File: src/rtl/stack_controller.sv
// Stack controller: owns SP, bounds-checks PUSH/POP/PEEK/LOAD and sequences the stack memory port.
// Latency: error/LOAD response in the cycle after handshake; memory ops respond 2+k cycles after handshake (k = ack wait).
// Backpressure: req_ready_o only in IDLE (one request outstanding); mem_req_o held until mem_ack_i; rsp_valid_o is never stalled.
//
// Ports: clk_i/reset_ni (async active-low), req_* request handshake (op 00 PUSH, 01 POP, 10 PEEK, 11 LOAD),
//        rsp_* one-cycle response pulse, mem_* stack memory port, sp_o stack pointer, err_count_o saturating reject count.
module stack_controller #(
  parameter int                ADDR_W      = 16,
  parameter int                DATA_W      = 16,
  parameter logic [ADDR_W-1:0] STACK_BASE  = 16'h2800,
  parameter logic [ADDR_W-1:0] STACK_LIMIT = 16'h3200
) (
  input  logic              clk_i,
  input  logic              reset_ni,
  input  logic              req_valid_i,
  output logic              req_ready_o,
  input  logic [1:0]        req_op_i,
  input  logic [DATA_W-1:0] req_data_i,
  output logic              rsp_valid_o,
  output logic [DATA_W-1:0] rsp_data_o,
  output logic              rsp_err_o,
  output logic              mem_req_o,
  output logic              mem_we_o,
  output logic [ADDR_W-1:0] mem_addr_o,
  output logic [DATA_W-1:0] mem_wdata_o,
  input  logic [DATA_W-1:0] mem_rdata_i,
  input  logic              mem_ack_i,
  output logic [ADDR_W-1:0] sp_o,
  output logic [7:0]        err_count_o
);

  typedef enum logic [1:0] {ST_IDLE, ST_MEM, ST_RESP} state_e;
  typedef enum logic [1:0] {OP_PUSH = 2'b00, OP_POP = 2'b01, OP_PEEK = 2'b10, OP_LOAD = 2'b11} op_e;

  state_e              state_q;
  op_e                 op_q;
  logic [ADDR_W-1:0]   sp_q;
  logic [7:0]          err_count_q;
  logic                rsp_valid_q;
  logic                rsp_err_q;
  logic [DATA_W-1:0]   rsp_data_q;
  logic                mem_req_q;
  logic                mem_we_q;
  logic [ADDR_W-1:0]   mem_addr_q;
  logic [DATA_W-1:0]   mem_wdata_q;

  op_e                 req_op;
  logic [ADDR_W-1:0]   load_sp;
  logic                reject;
  logic [7:0]          err_count_d;

  assign req_op  = op_e'(req_op_i);
  // LOAD data is interpreted as an ADDR_W-bit stack address.
  assign load_sp = ADDR_W'(req_data_i);

  // Bounds check of the request being offered, against the current SP.
  always_comb begin
    reject = 1'b0;
    case (req_op)
      OP_PUSH: reject = (sp_q == STACK_LIMIT);
      OP_POP,
      OP_PEEK: reject = (sp_q == STACK_BASE);
      OP_LOAD: reject = (load_sp < STACK_BASE) || (load_sp > STACK_LIMIT);
      default: reject = 1'b0;
    endcase
  end

  assign err_count_d = (err_count_q == 8'hFF) ? 8'hFF : err_count_q + 8'd1;

  always_ff @(posedge clk_i or negedge reset_ni) begin
    if (!reset_ni) begin
      state_q     <= ST_IDLE;
      op_q        <= OP_PUSH;
      sp_q        <= STACK_BASE;
      err_count_q <= '0;
      rsp_valid_q <= 1'b0;
      rsp_err_q   <= 1'b0;
      rsp_data_q  <= '0;
      mem_req_q   <= 1'b0;
      mem_we_q    <= 1'b0;
      mem_addr_q  <= '0;
      mem_wdata_q <= '0;
    end else begin
      case (state_q)
        ST_IDLE: begin
          if (req_valid_i) begin
            op_q       <= req_op;
            rsp_data_q <= '0;
            if (reject) begin
              // Rejected requests never touch memory or SP.
              state_q     <= ST_RESP;
              rsp_valid_q <= 1'b1;
              rsp_err_q   <= 1'b1;
              err_count_q <= err_count_d;
            end else if (req_op == OP_LOAD) begin
              state_q     <= ST_RESP;
              rsp_valid_q <= 1'b1;
              sp_q        <= load_sp;
            end else begin
              state_q     <= ST_MEM;
              mem_req_q   <= 1'b1;
              mem_we_q    <= (req_op == OP_PUSH);
              // SP points at the next free slot: PUSH writes at SP, reads hit the top at SP-1.
              mem_addr_q  <= (req_op == OP_PUSH) ? sp_q : sp_q - ADDR_W'(1);
              mem_wdata_q <= (req_op == OP_PUSH) ? req_data_i : '0;
            end
          end
        end
        ST_MEM: begin
          if (mem_ack_i) begin
            state_q     <= ST_RESP;
            rsp_valid_q <= 1'b1;
            mem_req_q   <= 1'b0;
            mem_we_q    <= 1'b0;
            mem_addr_q  <= '0;
            mem_wdata_q <= '0;
            case (op_q)
              OP_PUSH: sp_q <= sp_q + ADDR_W'(1);
              OP_POP: begin
                sp_q       <= sp_q - ADDR_W'(1);
                rsp_data_q <= mem_rdata_i;
              end
              OP_PEEK: rsp_data_q <= mem_rdata_i;
              default: ;
            endcase
          end
        end
        ST_RESP: begin
          state_q     <= ST_IDLE;
          rsp_valid_q <= 1'b0;
          rsp_err_q   <= 1'b0;
          rsp_data_q  <= '0;
        end
        default: state_q <= ST_IDLE;
      endcase
    end
  end

  // Gated by reset so no handshake can be offered while reset is held.
  assign req_ready_o = (state_q == ST_IDLE) && reset_ni;
  assign rsp_valid_o = rsp_valid_q;
  assign rsp_err_o   = rsp_err_q;
  assign rsp_data_o  = rsp_data_q;
  assign mem_req_o   = mem_req_q;
  assign mem_we_o    = mem_we_q;
  assign mem_addr_o  = mem_addr_q;
  assign mem_wdata_o = mem_wdata_q;
  assign sp_o        = sp_q;
  assign err_count_o = err_count_q;

endmodule

File: config.mk
export PLATFORM = sky130hd
export DESIGN_NAME = stack_controller
export DESIGN_NICKNAME = d
export VERILOG_FILES = /design/src/rtl/stack_controller.sv
export SDC_FILE = /design/constraint.sdc
export NUM_CORES = 1
export LEC_CHECK = 0
export CORE_MARGIN = 2
export CORE_UTILIZATION = 30
export CTS_BUF_LIST = sky130_fd_sc_hd__clkbuf_4
export CTS_CLUSTER_SIZE = 30
export DETAILED_ROUTE_END_ITERATION = 10
export GPL_TIMING_DRIVEN = 1
export PLACE_DENSITY = 0.63
export RECOVER_POWER = 50
export SETUP_SLACK_MARGIN = 0.05
export SLEW_MARGIN = 20
export SYNTH_ARGS = -nofsm -noshare
export SYNTH_HDL_FRONTEND = slang
export SYNTH_SLANG_ARGS = --single-unit
File: constraint.sdc
create_clock -name clk_i -period 2.4 [get_ports clk_i]
set_input_delay 0.48 -clock clk_i [delete_from_list [all_inputs] [get_ports clk_i]]
set_output_delay 0.48 -clock clk_i [all_outputs]
set_load 0.02 [all_outputs]
==> results.sh <==
export IMPL_final_area_sq_um=6860
export IMPL_wl_per_cell_um=17.6
export IMPL_synth_area_sq_um=4750
export IMPL_cap_violations=0
export IMPL_ys_flop_type="dfrtp_1"
export IMPL_path_clk_slew_ns=0.14
export IMPL_fin_tns_setup_ns=0
export IMPL_crit_family="buffers and inverters"
export IMPL_required_ns=1.92
export IMPL_std_cell_rows=46
export IMPL_grt_pass1_vias=4688
export IMPL_io_buffers=114
export IMPL_synth_cells=520
export IMPL_nNetsFinal=735
export IMPL_routed_wl_um=16000
export IMPL_avgSynthCellArea_sq_um=9.14
export IMPL_grt_overflow=0
export IMPL_grt_start_max_net_pins=42
export IMPL_post_place_cells=889
export IMPL_coreArea_sq_um=15700
export IMPL_grt_pass1_wl_um=25500
export IMPL_fin_crit_sh=0.950
export IMPL_worstPathCellList="buf_4, clkdlybuf4s50_1"
export IMPL_relSlewSlack=0.294
export IMPL_crit_path_end_kind="primary output"
export IMPL_cp_data_arrival_time_ns=1.80
export IMPL_hold_viol=0
export IMPL_crit_path_start_kind="flop"
export IMPL_via_count=4735
export IMPL_fp_dieH_um=130
export IMPL_area_delta_synth_final_pct=44.3
export IMPL_power_total_mw=8.07
export IMPL_dp_hpwl_um=12100
export IMPL_crit_fanout=15
export IMPL_antenna_found_initial=0
export IMPL_final_common_cell="buf_4"
export IMPL_ys_warn_count=0
export IMPL_drc=0
export IMPL_regToRegSetupSlack_ns=0.12
export IMPL_async_flop_share=1.00
export IMPL_layout_cells_non_filler=910
export IMPL_ant_nets=0
export IMPL_mostFrequentLayoutCells="79 x buf_4, 76 x dfrtp_1, 74 x clkdlybuf4s50_1"
export IMPL_cts_buffer_depth=2
export IMPL_insertion_delay_ns=0.47
export IMPL_htree_levels=3
export IMPL_drt_pass1_iter_count=5
export IMPL_grt_use_total=0.196
export IMPL_syn_nets=566
export IMPL_slowest_stage="clkdlybuf4s50_1"
export IMPL_hold_class="in2reg"
export IMPL_chipWidth_um=130
export IMPL_ir_drop_v=0.000527
export IMPL_synth_top_area_frac=0.411
export IMPL_tightest_slew_ns=1.06
export IMPL_critPathKind="reg2out"
export IMPL_status="finished, final reports clean"
export IMPL_finalClockSkew_ns=0.0181
export IMPL_drive_gt1_frac=0.226
export IMPL_ys_seq_area_frac=0.422
export IMPL_synth_edf_count=0
export IMPL_tritoncts="done"
export IMPL_clockRootBuffer="clkbuf_4"
export IMPL_postPlaceCellArea_sq_um=6650
export IMPL_ys_ff_latch=80
export IMPL_vias_per_cell=5.20
export IMPL_routabilityCongestion=0.920
export IMPL_start_util=0.303
export IMPL_synth_cell_types=61
export IMPL_cts_num_sinks=80
export IMPL_cts_buffers=9
export IMPL_path_buf_inv=2
export IMPL_yosys_area_top_type="dfrtp_1"
export IMPL_pwr_density_cell_nw_per_um2=1180
export IMPL_max_clock_freq_mhz=439
export IMPL_setup_violations=0
export IMPL_netlist_top_cells_area="dfrtp_1 41%, mux2_2 8.3%, nand2_1 5.1%"
export IMPL_period_minus_slack_ns=2.28
export IMPL_slew_violations=0
export IMPL_die_area_sq_um=16900
export IMPL_num_antenna_cells=0
export IMPL_first_iter_violations=271
export IMPL_num_io_pins=115
export IMPL_rsz0062_at_grt="false"
export IMPL_p_leak_nw=3.05
export IMPL_cp_slowest_stage_delay_ns=0.64
## sequential cells by signal, indices dropped and copies added, names as in the netlist
signal / cells
state_q: 2
mem_wdata_o: 16
op_q: 2
rsp_data_o: 16
rsp_valid_o: 1
sp_o: 16
mem_req_o: 1
err_count_o: 8
mem_addr_o: 16
rsp_err_o: 1
mem_we_o: 1
## where the power goes
group          leakage [nW]  switching, mW  internal (mW)
logic                  1.99           2.66           2.27
clock network        0.0719          0.522          0.325
registers             0.989          0.387           1.91
## through the flow
| stage | setup WS [ns] | utilization | hold slack [ns] |
|---|---|---|---|
| floorplan | 0.0336 | - | 0.184 |
| global placement | -0.573 | 0.423 | 0.450 |
| detailed placement | -0.727 | 0.423 | 0.456 |
| CTS | 0.0923 | 0.437 | 0.122 |
| global route | 0.0476 | 0.437 | 0.406 |
| finish | 0.121 | 0.437 | 0.396 |
## worst min-delay path, stage by stage
cell and delay [ns]:
clkdlybuf4s15_1 0.21, nand2_1 0.07, o21ai_0 0.07
## synthesized netlist by cell type, drive strengths merged, types with 3 or more instances
| cell | n |
|---|---|
| dfrtp | 78 |
| nand2 | 64 |
| mux2 | 35 |
| clkbuf | 33 |
| nand3 | 32 |
| nor2 | 29 |
| and3 | 23 |
| a21oi | 17 |
| inv | 15 |
| nand4 | 15 |
| nor3 | 13 |
| o21ai | 13 |
| nor4 | 10 |
| o211ai | 10 |
| buf | 9 |
| and2 | 8 |
| ha | 8 |
| xor2 | 8 |
| a31oi | 7 |
| o31ai | 7 |
| xnor2 | 7 |
| a221o | 6 |
| a41oi | 6 |
| nand2b | 5 |
| nor2b | 5 |
| o22ai | 5 |
| or3 | 5 |
| o31a | 4 |
| a22o | 3 |
| a31o | 3 |
| and4 | 3 |
| mux2i | 3 |
| o21a | 3 |
| or4 | 3 |
## worst paths after layout
kind                                     from  cells past startpoint            end
min in group asynchronous            reset_ni                      2  mem_addr_o[6]
worst min-delay path              req_op_i[0]                      3        op_q[0]
worst max register to register        sp_o[3]                      6       sp_o[12]
worst min register to register  rsp_data_o[6]                      2  rsp_data_o[6]
worst max-delay path                  sp_o[9]                      2        sp_o[9]
max in group asynchronous            reset_ni                      3    rsp_valid_o
## kinds of logic (layout without fill, tap and decap cells)
logic type | Yosys count | after routing | synth area share
compound gates | 96 | 96 | 0.143
xor+xnor | 15 | 15 | 0.0276
fa+ha+maj | 8 | 8 | 0.0211
buf+inv | 57 | 231 | 0.0510
flops | 80 | 80 | 0.422
mux | 38 | 38 | 0.0892
simple gates | 226 | 226 | 0.247
## routing by layer
| metal | global-route usage | part of all wire |
|---|---|---|
| met5 | 0 | 0 |
| met4 | 0.0677 | 0.020 |
| met3 | 0.0369 | 0.054 |
| met2 | 0.327 | 0.49 |
| met1 | 0.255 | 0.44 |
## cell type report
cell class              instances  area (sq um)
clock buffers                  10          75.1
clock inverters                 6          58.8
fillers                      1577          8850
inverters                      15          56.3
multi-input cells             383          2550
flip-flops and latches         80          2010
well taps                     216           270
repair buffers                200          1840
## timing repair
item	in CTS	in global routing
setup buffers	4	0
hold buffers	0	0
gates resized for setup	7	3
setup endpoints to repair	44	37
cloned	1	0
pin swaps	4	4
Note: power is estimated with default switching activity, not from simulation.
